File: config.mk
export PLATFORM = sky130hd
export DESIGN_NAME = axi4_lite_register_controller
export DESIGN_NICKNAME = d
export VERILOG_FILES = /design/src/rtl/axi4_lite_register_pkg.sv /design/src/rtl/axi4_lite_register_controller.sv
export SDC_FILE = /design/constraint.sdc
export NUM_CORES = 2
export LEC_CHECK = 0
export CAP_MARGIN = 20
export CORE_AREA = 2 2 495 497
export CTS_CLUSTER_DIAMETER = 150
export DETAILED_ROUTE_END_ITERATION = 6
export DIE_AREA = 0 0 497 499
export PLACE_DENSITY_LB_ADDON = 0.1
export SKIP_LAST_GASP = 1
export SLEW_MARGIN = 20
export SYNTH_ARGS = -nofsm -noshare
export SYNTH_HDL_FRONTEND = slang
export SYNTH_SLANG_ARGS = --single-unit
File: constraint.sdc
create_clock -name aclk -period 2.4 [get_ports aclk]
set_clock_uncertainty 0.2 [all_clocks]
set_input_delay 0.48 -clock aclk [delete_from_list [all_inputs] [get_ports aclk]]
set_output_delay 0.48 -clock aclk [all_outputs]
set_load 0.02 [all_outputs]
File: src/rtl/axi4_lite_register_pkg.sv
`default_nettype none
// ============================================================================
// Module      : axi4_lite_register_pkg
// Description : Shared types and helpers for the AXI4-lite register
//               controller: response codes, FSM state encoding and the
//               address -> register-index / error decode.
// Revision    : 1.0 - initial release
// ============================================================================
package axi4_lite_register_pkg;

  localparam logic [1:0] RESP_OKAY   = 2'b00;
  localparam logic [1:0] RESP_SLVERR = 2'b10;

  typedef enum logic [2:0] {
    IDLE         = 3'd0,
    WR_ADDR_DATA = 3'd1,
    WR_COMMIT    = 3'd2,
    WR_RESP      = 3'd3,
    RD_STROBE    = 3'd4,
    RD_RESP      = 3'd5
  } state_t;

  // Register index: the MW bits sitting just above the byte-offset bits.
  function automatic logic [31:0] reg_index(input logic [63:0] addr,
                                            input int unsigned lo,
                                            input int unsigned mw);
    return 32'((addr >> lo) & ((64'd1 << mw) - 64'd1));
  endfunction

  // Any set bit above the index field addresses nothing in the bank.
  function automatic logic addr_error(input logic [63:0] addr,
                                      input int unsigned lo,
                                      input int unsigned mw);
    return (addr >> (lo + mw)) != 64'd0;
  endfunction

endpackage
`default_nettype wire

File: src/rtl/axi4_lite_register_controller.sv
`default_nettype none
// ============================================================================
// Module      : axi4_lite_register_controller
// Description : AXI4-lite slave front end for a bank of MI registers.
//               Terminates AW/W/B and AR/R, arbitrates read vs write with a
//               round-robin pointer, runs one transaction at a time and
//               drives one-cycle wr_en/rd_en strobes. Writes are merged into
//               register_out byte by byte under wstrb.
// Ports       : aclk/areset          clock, synchronous active-high reset
//               aw*/w*/b*            AXI write address/data/response
//               ar*/r*               AXI read address/data
//               register_in  [MI]    read-back value per register
//               register_out [MI]    stored register values
//               wr_en/rd_en  [MI]    one-cycle strobes
//               wdata                last committed write data (unmasked)
// Revision    : 1.0 - initial release
// ============================================================================
module axi4_lite_register_controller
  import axi4_lite_register_pkg::*;
#(
  parameter int N      = 8,
  parameter int MW     = 3,
  parameter int MI     = 2**MW,
  parameter int ADDR_W = 12
) (
  input  logic                       aclk,
  input  logic                       areset,
  input  logic [ADDR_W-1:0]          awaddr,
  input  logic                       awvalid,
  output logic                       awready,
  input  logic [8*N-1:0]             wdata_in,
  input  logic [N-1:0]               wstrb,
  input  logic                       wvalid,
  output logic                       wready,
  output logic [1:0]                 bresp,
  output logic                       bvalid,
  input  logic                       bready,
  input  logic [ADDR_W-1:0]          araddr,
  input  logic                       arvalid,
  output logic                       arready,
  output logic [8*N-1:0]             rdata,
  output logic [1:0]                 rresp,
  output logic                       rvalid,
  input  logic                       rready,
  input  logic [MI-1:0][8*N-1:0]     register_in,
  output logic [MI-1:0][8*N-1:0]     register_out,
  output logic [MI-1:0]              wr_en,
  output logic [MI-1:0]              rd_en,
  output logic [8*N-1:0]             wdata
);

  localparam int LO = $clog2(N);

  if (!(N == 4 || N == 8)) begin : g_bad_width
    $fatal(1, "axi4_lite_register_controller: N must be 4 or 8");
  end
  if (ADDR_W < MW + LO) begin : g_bad_addr
    $fatal(1, "axi4_lite_register_controller: ADDR_W too small");
  end

  state_t              state;
  state_t              state_next;
  logic                rr_write_first;
  logic                grant_write;
  logic                grant_read;
  logic                aw_done;
  logic                w_done;
  logic [ADDR_W-1:0]   waddr_q;
  logic [8*N-1:0]      wdata_q;
  logic [N-1:0]        wstrb_q;
  logic [ADDR_W-1:0]   raddr_q;

  logic                aw_hs;
  logic                w_hs;
  logic                ar_hs;
  logic [MW-1:0]       w_idx;
  logic                w_err;
  logic [MW-1:0]       r_idx;
  logic                r_err;
  logic [8*N-1:0]      cur_reg;
  logic [8*N-1:0]      merged;

  assign aw_hs = awvalid & awready;
  assign w_hs  = wvalid  & wready;
  assign ar_hs = arvalid & arready;

  assign w_idx = MW'(reg_index(64'(waddr_q), LO, MW));
  assign w_err = addr_error(64'(waddr_q), LO, MW);
  assign r_idx = MW'(reg_index(64'(raddr_q), LO, MW));
  assign r_err = addr_error(64'(raddr_q), LO, MW);

  // Byte-strobe merge of the captured write into the addressed register.
  assign cur_reg = register_out[w_idx];
  for (genvar k = 0; k < N; k++) begin : g_byte_merge
    assign merged[8*k +: 8] = wstrb_q[k] ? wdata_q[8*k +: 8] : cur_reg[8*k +: 8];
  end

  // State register
  always_ff @(posedge aclk) begin
    if (areset) begin
      state <= IDLE;
    end else begin
      state <= state_next;
    end
  end

  // Next state and handshake/strobe outputs
  always_comb begin
    state_next  = state;
    grant_write = 1'b0;
    grant_read  = 1'b0;
    awready     = 1'b0;
    wready      = 1'b0;
    arready     = 1'b0;
    bvalid      = 1'b0;
    rvalid      = 1'b0;
    wr_en       = '0;
    rd_en       = '0;
    case (state)
      IDLE: begin
        // Either write channel being valid counts as a write request;
        // the pointer only matters when a read competes with it.
        if ((awvalid || wvalid) && (!arvalid || rr_write_first)) begin
          grant_write = 1'b1;
          state_next  = WR_ADDR_DATA;
        end else if (arvalid) begin
          grant_read  = 1'b1;
          arready     = 1'b1;
          state_next  = RD_STROBE;
        end
      end
      WR_ADDR_DATA: begin
        awready = !aw_done;
        wready  = !w_done;
        if ((aw_done || awvalid) && (w_done || wvalid)) begin
          state_next = WR_COMMIT;
        end
      end
      WR_COMMIT: begin
        if (!w_err) begin
          wr_en[w_idx] = 1'b1;
        end
        state_next = WR_RESP;
      end
      WR_RESP: begin
        bvalid = 1'b1;
        if (bready) begin
          state_next = IDLE;
        end
      end
      RD_STROBE: begin
        if (!r_err) begin
          rd_en[r_idx] = 1'b1;
        end
        state_next = RD_RESP;
      end
      RD_RESP: begin
        rvalid = 1'b1;
        if (rready) begin
          state_next = IDLE;
        end
      end
      default: begin
        state_next = IDLE;
      end
    endcase
  end

  // Datapath: channel capture, register bank, response registers
  always_ff @(posedge aclk) begin
    if (areset) begin
      rr_write_first <= 1'b1;
      aw_done        <= 1'b0;
      w_done         <= 1'b0;
      waddr_q        <= '0;
      wdata_q        <= '0;
      wstrb_q        <= '0;
      raddr_q        <= '0;
      bresp          <= RESP_OKAY;
      rresp          <= RESP_OKAY;
      rdata          <= '0;
      register_out   <= '0;
      wdata          <= '0;
    end else begin
      if (grant_write || grant_read) begin
        rr_write_first <= ~rr_write_first;
      end
      if (aw_hs) begin
        waddr_q <= awaddr;
        aw_done <= 1'b1;
      end
      if (w_hs) begin
        wdata_q <= wdata_in;
        wstrb_q <= wstrb;
        w_done  <= 1'b1;
      end
      if (ar_hs) begin
        raddr_q <= araddr;
      end
      if (state == WR_COMMIT) begin
        aw_done <= 1'b0;
        w_done  <= 1'b0;
        wdata   <= wdata_q;
        bresp   <= w_err ? RESP_SLVERR : RESP_OKAY;
        if (!w_err) begin
          register_out[w_idx] <= merged;
        end
      end
      if (state == RD_STROBE) begin
        rresp <= r_err ? RESP_SLVERR : RESP_OKAY;
        rdata <= r_err ? '0 : register_in[r_idx];
      end
    end
  end

endmodule
`default_nettype wire

==> flow_summary.ini <==
[yosys]
syn-instance-count = 4066
ys.flop_type = dfxtp_1
synth_area_um2 = 37200
synth_top_area_share_pct = 39.8
async_flop_share_pct = 0
post-synth-top-area-cell = dfxtp_1
yosys_warnings = 0
synth.most_common_cell = dfxtp_1
ys_ff_latch = 738
synth.area.top_cells = dfxtp_1, mux4_2, a21oi_1
yosys-top-cells-count = dfxtp_1, a21oi_1, nand2_1
synth_cell_type_count = 54
yosysSeqAreaShare_pct = 39.8
syn_area_per_cell_um2 = 9.14
synth_edf_count = 0

[cells_and_area]
drive_gt1_share_pct = 25.9
instances_no_fill = 8718
fill_cells = 25700
nets = 5987
multi_input_area_um2 = 22800
register_area_um2 = 14800
area_delta_synth_final_pct = 74.8

[outcome]
violations = setup timing
status = finished with violations

[route]
drt-initial-drc-count = 3720
via_per_inst = 4.92
drt-total-wl_um = 322000
dr.pass1.iters = 5
vias = 42900
ant_nets = 0
drcViolationCount = 0
detail_route.wl_per_cell_um = 36.9

[sta]
tightest_slew_ns = 1.18
slew_violations = 0
max-slew-margin-rel_pct = 21.2
layout_setup_ws_ns = -0.710
finalSetupTns_ns = -185.58
fin_crit_sh_pct = 130
period_needed_ns = 3.11
finalHoldViolations = 0
setup_viol = 1121
rsz0062_at_grt = yes
max_freq_ghz = 0.322

[min_path]
hold_path_class = in -> reg
hold_depth = 3

[floorplan]
rows = 181
io_pins = 1280
die_x_um = 497
initial_core_util_pct = 15.3
die_area_um2 = 248000
die_y_um = 499
core-area_um2 = 243000

[power]
ir_drop_mv = 0.587
p_leak_nw = 20.1
powerDensity_nw_per_um2 = 606
p_total_mw = 39.4

[global_routing]
grt_use_total_pct = 24.2
overflow = 0
grt_pass1_wl_um = 412000
grt_antenna_before_repair = 145
grt_pass1_vias = 41100
grt_max_degree = 149

[clock_network]
clk_latency_ns = 0.78
ctsHtreeMaxLevel = 3
clk_path_buf_depth = 3
path_clk_slew_ns = 0.06
tritoncts = yes
cts.sinks = 738
numCtsBuffers = 103
clockRootBuffer = clkbuf_16

[placement]
place_hpwl_um = 240000
dp.cells = 8323
place_congestion = 1.02
io_buffers = 1271

[worst_setup_path]
end_kind = primary output
worstPathArrival_ns = 2.43
crit_required_ns = 1.72
start_kind = register
critPathKind = reg -> out
rr_worst_depth = 10
critPathMaxFanout = 2

[job]
drv_cap = 0
-- sequential cells by signal, summed over array words and instances, names as in the netlist --
name / flops
aw_done: 1
bresp: 1
raddr_q: 9
rdata: 64
register_out: 512
rr_write_first: 1
rresp: 1
state: 3
w_done: 1
waddr_q: 9
wdata: 64
wdata_q: 64
wstrb_q: 8
-- placed cells by master, fill, tap and decap left out, drive strengths merged, types with 4 or more instances in the layout --
cell type,netlist,routed
dlygate4sd3,0,6
clkbuf,384,191
o2111ai,384,384
and2,5,5
a22o,13,13
inv,18,22
diode,0,60
nand2,457,457
mux2,113,113
a21oi,673,673
nand3,15,15
clkinv,0,20
or4,4,4
nor2,26,26
a221oi,25,25
o211ai,129,129
nand2b,68,68
buf,164,479
a21o,10,10
nor3,28,28
mux4,182,182
a32oi,12,12
clkdlybuf4s15,0,37
a221o,24,24
o22ai,4,4
dfxtp,738,738
a222oi,12,12
o221ai,13,13
a22oi,27,27
a2bb2oi,10,10
mux2i,61,61
o21ai,435,435
clkdlybuf4s50,0,1185
nor2b,7,7
dlygate4sd2,0,5
-- layer usage --
metal	wire length (um)	GRT usage [%]	up-vias
li1	-	-	18400
met1	141000	31.7	22100
met2	144000	38.1	1861
met3	24500	6.67	438
met4	12400	8.42	44
met5	280	0	-
-- area by class of cell --
cell class / instances / area share (%)
Multi-Input combinational cell: 2763 / 35.0
Timing Repair Buffer: 1748 / 30.4
Sequential cell: 738 / 22.8
Tap cell: 3202 / 6.17
Clock buffer: 159 / 4.74
Clock inverter: 30 / 0.514
Antenna cell: 60 / 0.231
Inverter: 18 / 0.119
-- cells by family after synthesis --
group                  synth area share [%]
AO/OA/AOI/OAI                          30.2
flip-flops                             39.8
AND/OR/NAND/NOR                        7.32
buffers and inverters                  6.62
multiplexers                           16.1
XOR/XNOR                             0.0236
other                                0.0101
-- path summary, 6_finish.rpt --
check	end	slack (ns)	start
worst max-delay path	wr_en[1]	-0.71	state[2]
worst min-delay path	wdata_q[38]	0.07	wdata_in[38]
worst max register to register	register_out[189]	-0.44	waddr_q[10]
worst min register to register	wdata[50]	0.24	wdata_q[50]
-- stage by stage --
step	hold slack (ns)	instance area (um2)	utilization, %	setup WS (ns)
2_1_floorplan	0.240	37300	-	-0.0562
3_3_place_gp	0.236	55700	23.0	-0.458
3_5_place_dp	0.246	55700	23.0	-0.475
4_1_cts	0.00285	61300	25.3	-0.784
5_1_grt	0.0393	64900	26.8	-0.810
6_report	0.0730	65000	26.8	-0.710
-- timing repair --
action / CTS / global route
hold buffers: 6 / 0
buffers inserted: 53 / 31
cloned: 31 / 40
setup endpoints to repair: 1082 / 1197
endpoints found under the hold margin: 12 / 0
pin swaps: 56 / 171
resized for setup: 368 / 655
-- power breakdown --
| part | total [mW] | switching [mW] | internal (mW) |
|---|---|---|---|
| clock | 15.9 | 6.78 | 9.16 |
| combinational | 10.5 | 6.06 | 4.39 |
| sequential | 13.0 | 0.382 | 12.6 |
-- worst max-delay path, cell delays in order, from the launching register on --
cell and delay, ns:
dfxtp_2 0.32, or3b_4 0.42, buf_12 0.14, or4_4 0.54, inv_4 0.08, buf_8 0.10, buf_12 0.12
No activity file was read; power rests on OpenSTA's default activity.
